<file path="src/rtl/fetch_ctrl_pkg.sv">
// fetch_ctrl shared types
// pc_src, FSM state and opcode constants
package fetch_ctrl_pkg;

  typedef enum logic [1:0] {
    PC_SEQ = 2'd0,
    PC_BR  = 2'd1,
    PC_JR  = 2'd2,
    PC_J   = 2'd3
  } pc_src_e;

  typedef enum logic [1:0] {
    RUN  = 2'd0,
    DBL2 = 2'd1,
    HALT = 2'd2
  } fetch_state_e;

  localparam logic [5:0] OPC_LDW  = 6'd16;
  localparam logic [5:0] OPC_SDW  = 6'd17;
  localparam logic [5:0] OPC_HALT = 6'd63;

endpackage

</file>
<file path="src/rtl/fetch_ctrl_sat_counter.sv">
// Saturating event counter
// Sync clear has priority over count
module sat_counter #(
  parameter int WIDTH = 16
) (
  input  logic             clk,
  input  logic             clear,
  input  logic             en,
  output logic [WIDTH-1:0] out
);

  // Count up on en, stick at all-ones
  always_ff @(posedge clk) begin
    if (clear)
      out <= '0;
    else if (en && (out != {WIDTH{1'b1}}))
      out <= out + 1'b1;
  end

endmodule

</file>
<file path="src/rtl/fetch_ctrl.sv">
// IF-stage sequencing controller
// Redirect, stall, double issue, halt
module fetch_ctrl
  import fetch_ctrl_pkg::*;
#(
  parameter logic [5:0] OP_LDW  = OPC_LDW,
  parameter logic [5:0] OP_SDW  = OPC_SDW,
  parameter logic [5:0] OP_HALT = OPC_HALT,
  parameter int         CNT_W   = 16
) (
  input  logic             clk,
  input  logic             clear,
  input  logic [5:0]       d_opcode,
  input  logic [3:0]       d_rd,
  input  logic             load_use,
  input  logic             jump_req,
  input  logic             jr_req,
  input  logic             branch_req,
  output logic [1:0]       pc_src,
  output logic             add_pc,
  output logic             stall,
  output logic             kill,
  output logic             turn_off,
  output logic             add_rd,
  output logic             add_imm,
  output logic             dbl_err,
  output logic             halted,
  output logic [CNT_W-1:0] stall_cnt,
  output logic [CNT_W-1:0] kill_cnt,
  output logic [CNT_W-1:0] dbl_cnt
);

  fetch_state_e state, nstate;
  logic         redir;
  logic [1:0]   redir_src;
  logic         is_dbl;
  logic         stall_en;
  logic         kill_en;
  logic         dbl_en;

  assign redir  = branch_req | jr_req | jump_req;
  assign is_dbl = (d_opcode == OP_LDW) |
                  (d_opcode == OP_SDW);

  // Redirect winner: branch > jr > jump
  always_comb begin
    redir_src = PC_SEQ;
    if (branch_req)
      redir_src = PC_BR;
    else if (jr_req)
      redir_src = PC_JR;
    else if (jump_req)
      redir_src = PC_J;
  end

  // State register
  always_ff @(posedge clk) begin
    if (clear)
      state <= RUN;
    else
      state <= nstate;
  end

  // Next state and Mealy fetch controls
  always_comb begin
    nstate   = state;
    pc_src   = PC_SEQ;
    add_pc   = 1'b1;
    stall    = 1'b0;
    kill     = 1'b0;
    turn_off = 1'b0;
    dbl_err  = 1'b0;
    if (clear) begin
      kill   = 1'b1;
      nstate = RUN;
    end else begin
      unique case (state)
        HALT: begin
          stall    = 1'b1;
          kill     = 1'b1;
          turn_off = 1'b1;
        end
        DBL2: begin
          if (redir) begin
            pc_src = redir_src;
            kill   = 1'b1;
            nstate = RUN;
          end else if (load_use) begin
            stall    = 1'b1;
            turn_off = 1'b1;
          end else begin
            nstate = RUN;
          end
        end
        default: begin
          nstate = RUN;
          if (redir) begin
            pc_src = redir_src;
            kill   = 1'b1;
          end else if (load_use) begin
            stall    = 1'b1;
            turn_off = 1'b1;
          end else if (d_opcode == OP_HALT) begin
            kill   = 1'b1;
            nstate = HALT;
          end else if (is_dbl) begin
            if (d_rd[0]) begin
              dbl_err = 1'b1;
            end else begin
              add_pc   = 1'b0;
              turn_off = 1'b1;
              nstate   = DBL2;
            end
          end
        end
      endcase
    end
  end

  assign add_rd  = (state == DBL2) & ~clear;
  assign add_imm = (state == DBL2) & ~clear;
  assign halted  = (state == HALT) & ~clear;

  assign stall_en = stall & ~halted;
  assign kill_en  = redir & ~clear &
                    (state != HALT);
  assign dbl_en   = (state == DBL2) & ~clear &
                    ~redir & ~load_use;

  sat_counter #(.WIDTH(CNT_W)) u_stall_cnt (
    .clk   (clk),
    .clear (clear),
    .en    (stall_en),
    .out   (stall_cnt)
  );

  sat_counter #(.WIDTH(CNT_W)) u_kill_cnt (
    .clk   (clk),
    .clear (clear),
    .en    (kill_en),
    .out   (kill_cnt)
  );

  sat_counter #(.WIDTH(CNT_W)) u_dbl_cnt (
    .clk   (clk),
    .clear (clear),
    .en    (dbl_en),
    .out   (dbl_cnt)
  );

endmodule

</file>
<file path="config.mk">
export PLATFORM = sky130hd
export DESIGN_NAME = fetch_ctrl
export DESIGN_NICKNAME = d
export VERILOG_FILES = /design/src/rtl/fetch_ctrl_pkg.sv /design/src/rtl/fetch_ctrl_sat_counter.sv /design/src/rtl/fetch_ctrl.sv
export SDC_FILE = /design/constraint.sdc
export NUM_CORES = 1
export LEC_CHECK = 0
export BUFFER_PORTS_ARGS = -buffer_cell sky130_fd_sc_hd__buf_2
export CORE_ASPECT_RATIO = 1.5
export CORE_UTILIZATION = 47
export DETAILED_ROUTE_END_ITERATION = 10
export PLACE_DENSITY = 0.75
export SLEW_MARGIN = 10
export SYNTH_ARGS = -nofsm -noshare
export SYNTH_HDL_FRONTEND = slang
export SYNTH_SLANG_ARGS = --single-unit
</file>
<file path="constraint.sdc">
create_clock -name clk -period 1.7 [get_ports clk]
set_input_delay 0.085 -clock clk [delete_from_list [all_inputs] [get_ports clk]]
set_output_delay 0.085 -clock clk [all_outputs]
set_load 0.01 [all_outputs]
</file>
==> results of run 1 <==
cell families after synthesis:
family	synth area share, %
xor+xnor	10.8
simple gates	36.0
buf+inv	3.81
flops	36.3
compound gates	9.35
fa+ha+maj	2.27
mux	1.50
Yosys cell counts (4+ instances only):
master     n
ha_1       5
and3_1     5
xnor2_1   34
nor2_1    56
nor3b_1    4
and4_1     4
nand3_1   16
dfxtp_1   50
inv_1     10
nor4_2     5
a21oi_1   11
nand2_1   18
clkbuf_1   5
nand4_1   16
nor3_1    23
sequential cells by signal, indices dropped and copies added (netlist names):
register         count
u_dbl_cnt.out       16
u_kill_cnt.out      16
u_stall_cnt.out     16
state                2
cell type report:
class / count / share of cell area [%]
Timing Repair Buffer: 109 / 17.2
Clock buffer: 7 / 2.03
Tap cell: 70 / 2.33
Sequential cell: 50 / 26.9
Inverter: 10 / 0.997
Multi-Input combinational cell: 253 / 50.6
tightest hold or removal path, delay by kind of cell:
kind            cells  cell delay (ps)
buf+inv             1               70
compound gates      1              110
simple gates        3              240
per-layer routing:
layer	GRT usage (%)	wire [µm]
met1	23.7	2980
met2	40.9	3760
met3	3.20	246
met4	10.2	121
met5	0	0
power by group:
part           switching (mW)  internal [mW]
Sequential            0.00667           1.18
Combinational          0.0824         0.0561
Clock                   0.377          0.285
Total                   0.466           1.52
through the flow:
step           util (%)  instance area [µm²]  TNS (ps)  instances  hold slack, ps
5_1_grt            67.5                 3760     -3170        499             298
6_report           67.5                 3760      -210        499             246
2_1_floorplan         -                 2800      -225        326             218
3_5_place_dp       61.4                 3420      -129        487             479
4_1_cts            63.2                 3520      -102        494             251
3_3_place_gp       61.4                 3420         0        487             470
timing repair:
action	4_1_cts	5_1_grt
pin swaps	0	20
gates resized for setup	5	45
setup endpoints to repair	11	43
buffers inserted	0	6
gates cloned	0	0
worst paths after layout:
check	to	cells past startpoint
worst min-delay path	state[1]$_SDFFE_PP0P_	5
worst min register to register	u_stall_cnt.out[1]$_SDFFE_PP0P_	2
worst max-delay path	u_kill_cnt.out[6]$_SDFFE_PP0P_	6
worst max register to register	u_kill_cnt.out[6]$_SDFFE_PP0P_	6
==> run_results.csv, run 1 <==
group,metric,value,unit
outcome,violations,"negative setup slack",
setup_path,critical_path_buf_inv_count,0,
synth,synthTopCellsByArea,"dfxtp_1 (36%), xnor2_1 (11%), nor2_1 (7.6%), nor3_1 (4.2%), nand4_1 (3.6%)",
synth,synth_top_cell_area_share,36.3,%
setup_path,crit_type,"flop to flop",
sta,fin_ws,-66.0,ps
synth,syn_nets,347,
setup_path,path_delay_family,"simple AND/OR/NAND/NOR gates",
floorplan,dieArea,0.00618,mm²
setup_path,slowest_delay,620,ps
setup_path,arrival,1960,ps
floorplan,fp.dieH,95.8,µm
synth,synth-seq-cells,50,
cells_and_area,mostFrequentLayoutCells,"buf_2 (70), nor2_1 (50), dfxtp_1 (42)",
synth,syn-instance-count,326,
detailed_routing,wl_per_cell,14.3,µm
sta,slew_headroom,66.5,%
clocking,cts_hold_buffers,0,
placed_design,place_congestion,0.851,
clocking,htree_levels,2,
floorplan,coreArea,0.00557,mm²
outcome,outcome,"finished with violations",
global_routing,grt_pass1_wl,10700,µm
floorplan,row_count,33,
cells_and_area,seqCellArea,0.00101,mm²
placed_design,port_buffers,70,
sta,post-route-min-period,1770,ps
setup_path,start_kind,"flop",
detailed_routing,drc,0,
detailed_routing,wl,7110,µm
setup_path,cp_max_fo,6,
floorplan,start_util,49.5,%
cells_and_area,diodes,0,
detailed_routing,num_vias,2766,
floorplan,io_pins,74,
power,ir_drop,0.000347,V
detailed_routing,ant_nets,0,
setup_path,crit_path_end_kind,"flop",
cells_and_area,syn_to_final_growth,36.5,%
hold_path,min_path_type,"primary input to flop",
power,power.density,527,mW/mm²
clocking,clock_tree.root_cell,"clkbuf_8",
synth,ys_warn_count,0,
sta,final_hold_viol_count,0,
detailed_routing,viasPerCell,5.54,
synth,yosys_most_used_dff,"dfxtp_1",
setup_path,required,1890,ps
global_routing,grt_start_max_net_pins,23,
global_routing,gr-usage-all-layers,21.8,%
global_routing,grt_remaining_overflow,0,
global_routing,grt_pass1_vias,2488,
run,maxCapViolations,0,
synth,synth_top_area_cell,"dfxtp_1",
cells_and_area,fill_cells,476,
sta,fin_crit_sh,104,%
cells_and_area,final_layout_size_suffix_gt1_share,42.0,%
sta,max_freq,0.566,GHz
cells_and_area,final_nets,450,
synth,yosys.cell_types.count,55,
power,leakagePower,1.47,nW
sta,grt_setup_unrepaired,"true",
power,total_power,1.98,mW
cells_and_area,final_common_cell,"buf_2",
cells_and_area,multiInputGateArea,0.00190,mm²
clocking,clk_pin_slew_worst_paths,90,ps
setup_path,crit_start,"u_kill_cnt.out[0]$_SDFFE_PP0P_",
synth,syn_area_per_cell,8.46,µm²
clocking,cts_tree,"yes",
sta,tightest_slew,498,ps
detailed_routing,drt_iter0_drc,104,
clocking,cts_sinks,50,
synth,synthArstFlopShare,0,%
sta,slew_viol_final,0,
clocking,cts.path.max_buffers,2,
placed_design,dp_slack,-36.9,ps
hold_path,min_from,"d_opcode[0]",
synth,syn-cell-area,0.00276,mm²
clocking,cts_buffers,5,
setup_path,path_cells,"ha_4 -> nand3_4 -> or4_4 -> a211oi_2 -> xnor2_1 -> nor2_1",
sta,finalSetupViolCount,7,
placed_design,dp.final_hpwl,5000,µm
detailed_routing,first_pass_iters,4,
setup_path,r2r_slack,-70,ps
synth,yosysSeqAreaShare,36.3,%
global_routing,antenna_found_initial,0,
clocking,clock_latency,300,ps
floorplan,die_w,64.5,µm
synth,synth_edf_count,0,
setup_path,rr_startpoint,"u_kill_cnt.out[0]$_SDFFE_PP0P_",
setup_path,slowest_stage,"or4_4",
sta,skew,4.00,ps
Power figures use the tool's default switching activity.
==> run 2: changes to the inputs <==
--- a/config.mk
+++ b/config.mk
@@ -5,9 +5,10 @@
 export SDC_FILE = /design/constraint.sdc
 export NUM_CORES = 1
 export LEC_CHECK = 0
+export ABC_AREA = 1
 export BUFFER_PORTS_ARGS = -buffer_cell sky130_fd_sc_hd__buf_2
 export CORE_ASPECT_RATIO = 1.5
-export CORE_UTILIZATION = 47
+export CORE_UTILIZATION = 48
 export DETAILED_ROUTE_END_ITERATION = 10
 export PLACE_DENSITY = 0.75
 export SLEW_MARGIN = 10
==> run 2 against run 1 <==
Against the previous run: the run now ends clean; via count rose by 24%; die area up 17%; area after synthesis up 20%; clock power grew 4.2%; wire length rose by 11%; worst setup slack better by 150 ps; non-clock buffer count shrank 15; largest cell class unchanged.
==> run_results.csv, run 2 <==
group,metric,value,unit
floorplan,fp.dieH,104,µm
cells_and_area,seqCellArea,0.00101,mm²
global_routing,grt_start_max_net_pins,24,
cells_and_area,syn_to_final_growth,20.1,%
detailed_routing,ant_nets,0,
synth,ys_warn_count,0,
detailed_routing,wl,7930,µm
synth,synth-xor-area-share,4.76,%
sta,finalSetupViolCount,0,
sta,slew_viol_final,0,
synth,synth_top_cell_area_share,30.2,%
synth,syn-instance-count,505,
setup_path,cp_max_fo,3,
power,ir_drop,0.000373,V
sta,fin_ws,85.7,ps
global_routing,grt_pass1_vias,3250,
clocking,cts.path.max_buffers,2,
placed_design,dp.final_hpwl,5930,µm
detailed_routing,num_vias,3423,
global_routing,gr-usage-all-layers,22.7,%
clocking,cts_sinks,50,
clocking,htree_levels,2,
synth,synth_edf_count,0,
clocking,clock_latency,310,ps
sta,hold_ws,82.8,ps
floorplan,io_pins,74,
synth,yosys.area_share.simple,42.4,%
sta,tightest_slew,475,ps
hold_path,min_path_type,"primary input to flop",
synth,synth-compound-area-share,12.0,%
synth,syn_area_per_cell,6.55,µm²
global_routing,grt_pass1_wl,13700,µm
floorplan,die_w,69.8,µm
synth,synthMuxAreaShare,0,%
floorplan,row_count,36,
placed_design,dp_slack,38.6,ps
synth,synth-seq-cells,50,
clocking,cts_tree,"yes",
synth,yosysMostFrequentCell,"nand2_1",
detailed_routing,wl_per_cell,11.8,µm
detailed_routing,drt_iter0_drc,137,
clocking,cts_buffers,5,
synth,yosys_most_used_dff,"dfxtp_1",
setup_path,required,1620,ps
synth,synthArstFlopShare,0,%
placed_design,port_buffers,70,
synth,synth_top_area_cell,"dfxtp_1",
setup_path,crit_type,"flop to output port",
cells_and_area,diodes,0,
sta,tns,0,ps
cells_and_area,final_common_cell,"nand2_1",
detailed_routing,first_pass_iters,4,
synth,ys_top_cells_by_count,"nand2_1 (168), nor2_1 (66), dfxtp_1 (50)",
detailed_routing,drc,0,
cells_and_area,mostFrequentLayoutCells,"nand2_1 (168), buf_2 (70), nor2_1 (65)",
sta,slew_headroom,68.3,%
synth,yosys.cell_types.count,35,
synth,synthAdderAreaFrac,1.89,%
setup_path,start_kind,"flop",
setup_path,arrival,1530,ps
cells_and_area,final_layout_size_suffix_gt1_share,28.6,%
synth,yosysSeqAreaShare,30.2,%
outcome,outcome,"finished, final reports clean",
sta,fin_crit_sh,95.0,%
cells_and_area,fill_cells,617,
synth,synthTopCellsByArea,"dfxtp_1 (30%), nand2_1 (19%), nor2_1 (7.5%), inv_1 (4.9%), a21oi_2 (4.5%)",
synth,syn_nets,526,
sta,skew,7.66,ps
power,power.density,510,mW/mm²
cells_and_area,reg.largest.list,"u_dbl_cnt.out: 16 flops, u_kill_cnt.out: 16 flops, u_stall_cnt.out: 16 flops",
floorplan,coreArea,0.00658,mm²
synth,syn-cell-area,0.00331,mm²
clocking,clock_tree.root_cell,"clkbuf_8",
power,leakagePower,1.68,nW
sta,post-route-min-period,1610,ps
cells_and_area,final_nets,615,
floorplan,dieArea,0.00724,mm²
global_routing,antenna_found_initial,0,
sta,final_hold_viol_count,0,
run,maxCapViolations,0,
setup_path,crit_path_end_kind,"output port",
clocking,clk_pin_slew_worst_paths,90,ps
placed_design,place_congestion,0.843,
power,total_power,2.03,mW
cells_and_area,multiInputGateArea,0.00206,mm²
detailed_routing,viasPerCell,5.11,
sta,max_freq,0.619,GHz
synth,synth_top_family_by_area,"simple AND/OR/NAND/NOR gates",
global_routing,grt_remaining_overflow,0,
floorplan,start_util,50.3,%
==> run 2: layout make-up <==
class,instances,share of cell area (%)
Tap cell,76,2.39
Inverter,48,4.82
Multi-Input combinational cell,395,51.8
Clock buffer,7,1.92
Timing Repair Buffer,94,13.7
Sequential cell,50,25.4
==> run 2: path summary, 6_finish.rpt <==
kind	startpoint	to	slack, ps	depth (start not counted)
min reg2reg	u_stall_cnt.out[0]$_SDFFE_PP0P_	u_stall_cnt.out[0]$_SDFFE_PP0P_	500	2
max reg2reg	state[1]$_SDFFE_PP0P_	u_dbl_cnt.out[11]$_SDFFE_PP0P_	90	9
min	d_rd[0]	state[0]$_SDFFE_PP0P_	80	4
max	state[0]$_SDFFE_PP0P_	dbl_err	90	7
==> run 2: timing repair <==
item,4_1_cts,5_1_grt
endpoints found under the setup margin,3,39
endpoints found under the hold margin,0,0
buffers inserted,0,7
resized for setup,4,14
pin swaps,0,7
hold buffers,0,0
==> run 2: routing by layer <==
layer  up-vias  wire (µm)  GRT usage (%)
li1       1764          -              -
met1      1569       3270           24.2
met2        76       4170           42.7
met3        14        320           3.89
met4         0        163           9.57
met5         -          0              0
==> run 2: kinds of logic after synthesis <==
| kind of cell | after synthesis |
|---|---|
| xor gates and xnor gates | 18 |
| AOI/OAI and AO/OA | 63 |
| DFF | 50 |
| adders and majority gates | 5 |
| buffers and inverters | 60 |
| and+or+nand+nor | 309 |
==> run 2: critical path, stage by stage, from the launching register on <==
cell and delay, ps:
dfxtp_2 360, inv_2 50, ha_4 270, inv_2 40, nor2_4 110, nand3_1 90, nor3_2 140, buf_2 150
==> run 2: per-stage QoR <==
| stage | instance area (µm²) | cells | util (%) |
|---|---|---|---|
| floorplan | 3310 | 505 | - |
| global placement | 3780 | 656 | 57.5 |
| detailed placement | 3780 | 656 | 57.5 |
| CTS | 3870 | 663 | 58.8 |
| global route | 3980 | 670 | 60.4 |
| finish | 3980 | 670 | 60.4 |
==> run 2: report_power, final <==
| group | internal, mW | leakage (nW) | switching, mW |
|---|---|---|---|
| clock | 0.285 | 0.0383 | 0.404 |
| sequential | 1.18 | 0.406 | 0.00518 |
| combinational | 0.0585 | 1.24 | 0.0982 |
==> run 3: changes to the inputs <==
--- a/config.mk
+++ b/config.mk
@@ -11,6 +11,7 @@
 export CORE_UTILIZATION = 48
 export DETAILED_ROUTE_END_ITERATION = 10
 export PLACE_DENSITY = 0.75
+export SETUP_SLACK_MARGIN = 0.3
 export SLEW_MARGIN = 10
 export SYNTH_ARGS = -nofsm -noshare
 export SYNTH_HDL_FRONTEND = slang
==> run 3 against run 2 <==
Against the previous run: via count up 11%; final cell count up 6.1%; wire length up 28%; global-route usage up 4.2 points; first-iteration DRC count up 31%; combinational power up 50%; total power up 9.8%; fmax up 3.9%; clock-buffer cell count up 1; die area unchanged; critical path type is now flop to flop; highest routed layer unchanged.
==> run_results.csv, run 3 (synthesized netlist as in run 2, its figures left out) <==
group,metric,value,unit
setup_path,slowest_stage,"dfxtp_4",
cells_and_area,fin_area,0.00484,mm²
power,swShare,24.6,%
sta,tightest_slew,426,ps
power,total_power,2.22,mW
sta,fin_crit_sh,91.4,%
cells_and_area,mostFrequentLayoutCells,"nand2_1 (138), buf_2 (69), nor2_1 (58)",
cells_and_area,fill_cells,493,
floorplan,io_pins,74,
setup_path,r2r_slack,150,ps
power,leakagePower,2.10,nW
detailed_routing,viasPerCell,5.33,
power,power.switching,0.548,mW
setup_path,crit_end,"u_stall_cnt.out[3]$_SDFFE_PP0P_",
run,maxCapViolations,0,
setup_path,required,1930,ps
sta,grt_setup_unrepaired,"true",
placed_design,dp_slack,142,ps
sta,finalSetupViolCount,0,
floorplan,dieArea,0.00724,mm²
power,ir_drop,0.000585,V
detailed_routing,drt_iter0_drc,179,
setup_path,r2r_end,"u_stall_cnt.out[3]$_SDFFE_PP0P_",
power,power.density,460,mW/mm²
global_routing,grt_start_max_net_pins,24,
clocking,cts_buffers,5,
placed_design,placed_area,0.00389,mm²
placed_design,placed_cells,657,
placed_design,port_buffers,70,
clocking,cts.path.max_buffers,2,
clocking,clk_pin_slew_worst_paths,90,ps
setup_path,crit_start,"u_stall_cnt.out[1]$_SDFFE_PP0P_",
power,combPwrFrac,10.6,%
sta,final_hold_viol_count,0,
global_routing,grt_pass1_vias,3501,
sta,tns,0,ps
global_routing,grt_remaining_overflow,0,
setup_path,r2r_cells,10,
placed_design,place_congestion,0.859,
power,clockPowerShare,36.6,%
sta,hold_ws,122,ps
cells_and_area,final_util,73.6,%
power,pwr-share-seq,52.9,%
global_routing,grt_pass1_wl,16100,µm
clocking,htree_levels,2,
cells_and_area,syn_to_final_growth,46.2,%
outcome,outcome,"finished, final reports clean",
setup_path,arrival,1780,ps
floorplan,start_util,50.3,%
detailed_routing,num_vias,3792,
cells_and_area,diodes,0,
clocking,clock_latency,300,ps
detailed_routing,wl,10200,µm
detailed_routing,wl_per_cell,14.3,µm
sta,fin_ws,146,ps
cells_and_area,final_nets,655,
sta,max_freq,0.644,GHz
setup_path,cp_max_fo,8,
clocking,clock_tree.root_cell,"clkbuf_8",
cells_and_area,final_layout_size_suffix_gt1_share,48.8,%
setup_path,slowest_delay,370,ps
floorplan,fp.dieH,104,µm
global_routing,antenna_found_initial,0,
cells_and_area,reg.largest.list,"u_dbl_cnt.out: 16 flops, u_kill_cnt.out: 16 flops, u_stall_cnt.out: 16 flops",
setup_path,crit_type,"flop to flop",
setup_path,path_cells,"ha_4 -> nand2_4 -> nor2_4 -> nand2_2 -> nor2_4 -> nor2_8 -> buf_4 -> inv_8 -> nand2_2 -> a21oi_2",
setup_path,start_kind,"flop",
detailed_routing,ant_nets,0,
detailed_routing,drc,0,
clocking,cts_sinks,50,
global_routing,gr-usage-all-layers,26.9,%
cells_and_area,final_common_cell,"nand2_1",
setup_path,rr_startpoint,"u_stall_cnt.out[1]$_SDFFE_PP0P_",
clocking,cts_tree,"yes",
detailed_routing,first_pass_iters,5,
sta,post-route-min-period,1550,ps
floorplan,row_count,36,
hold_path,min_path_type,"primary input to flop",
floorplan,die_w,69.8,µm
cells_and_area,finalNonFillerCells,711,
placed_design,dp.final_hpwl,6110,µm
sta,slew_viol_final,0,
floorplan,coreArea,0.00658,mm²
sta,slew_headroom,71.6,%
power,p_int,1.68,mW
sta,skew,6.30,ps
setup_path,crit_path_end_kind,"flop",
[run 3: cell types whose count changed in the layout (fill, tap and decap cells not counted), moves of 7 or more]
cell and change:
a21oi_2 +21, buf_4 +18, nand2_2 +13, nand2_4 +17, dfxtp_1 -23, nor2_1 -7, a21oi_1 -21, nand2_1 -30
dfxtp_2 +17, buf_6 +20
[run 3: worst min path at each step]
stage          cells after the start                    end     from  slack, ps
3_5_place_dp                       4  state[0]$_SDFFE_PP0P_  d_rd[0]        420
4_1_cts                            4  state[0]$_SDFFE_PP0P_  d_rd[0]        100
6_report                           4  state[0]$_SDFFE_PP0P_  d_rd[0]        120
3_3_place_gp                       4  state[0]$_SDFFE_PP0P_  d_rd[0]        420
5_1_grt                            4  state[0]$_SDFFE_PP0P_  d_rd[0]        140
2_1_floorplan                      1                add_imm    clear        200
[run 3: critical path: cells and delay by family, from the launching register on]
kind                       cells  cell delay (ps)
and+or+nand+nor                6              550
DFF                            1              370
buffers and inverters          2              240
AOI/OAI and AO/OA              1              170
adders and majority gates      1              150
[run 3: power by group through the flow]
stage / Combinational, mW / Clock [mW] / Sequential [mW]
6_report: 0.235 / 0.814 / 1.18
5_1_grt: 0.252 / 0.874 / 1.18
4_1_cts: 0.207 / 0.827 / 1.18
3_5_place_dp: 0.143 / 0 / 1.21
3_3_place_gp: 0.141 / 0 / 1.21
2_1_floorplan: 0.0910 / 0 / 1.21
[run 3: timing repair]
item,in CTS,in global routing
gates cloned,4,0
endpoints found under the setup margin,53,56
buffers inserted,38,4
pin swaps,48,25
hold buffers,0,0
gates resized for setup,78,71
[run 3: area by class of cell]
cell class | count | area, µm² | area share (%)
timing repair buffer | 132 | 923 | 19.1
timing repair inverter | 1 | 11.3 | 0.233
clock buffer | 8 | 110 | 2.28
multi-input combinational | 396 | 2440 | 50.5
inverter | 48 | 200 | 4.14
tap | 76 | 95.1 | 1.97
sequential | 50 | 1050 | 21.8
[run 3: per-layer routing]
layer  global-route usage, %  vias up  share of wire, %
met5                       0        -                 0
met2                    50.7      145                54
met3                    3.40       41               3.7
met1                    29.4     1751                38
li1                        -     1855                 -
met4                    11.1        0               4.4
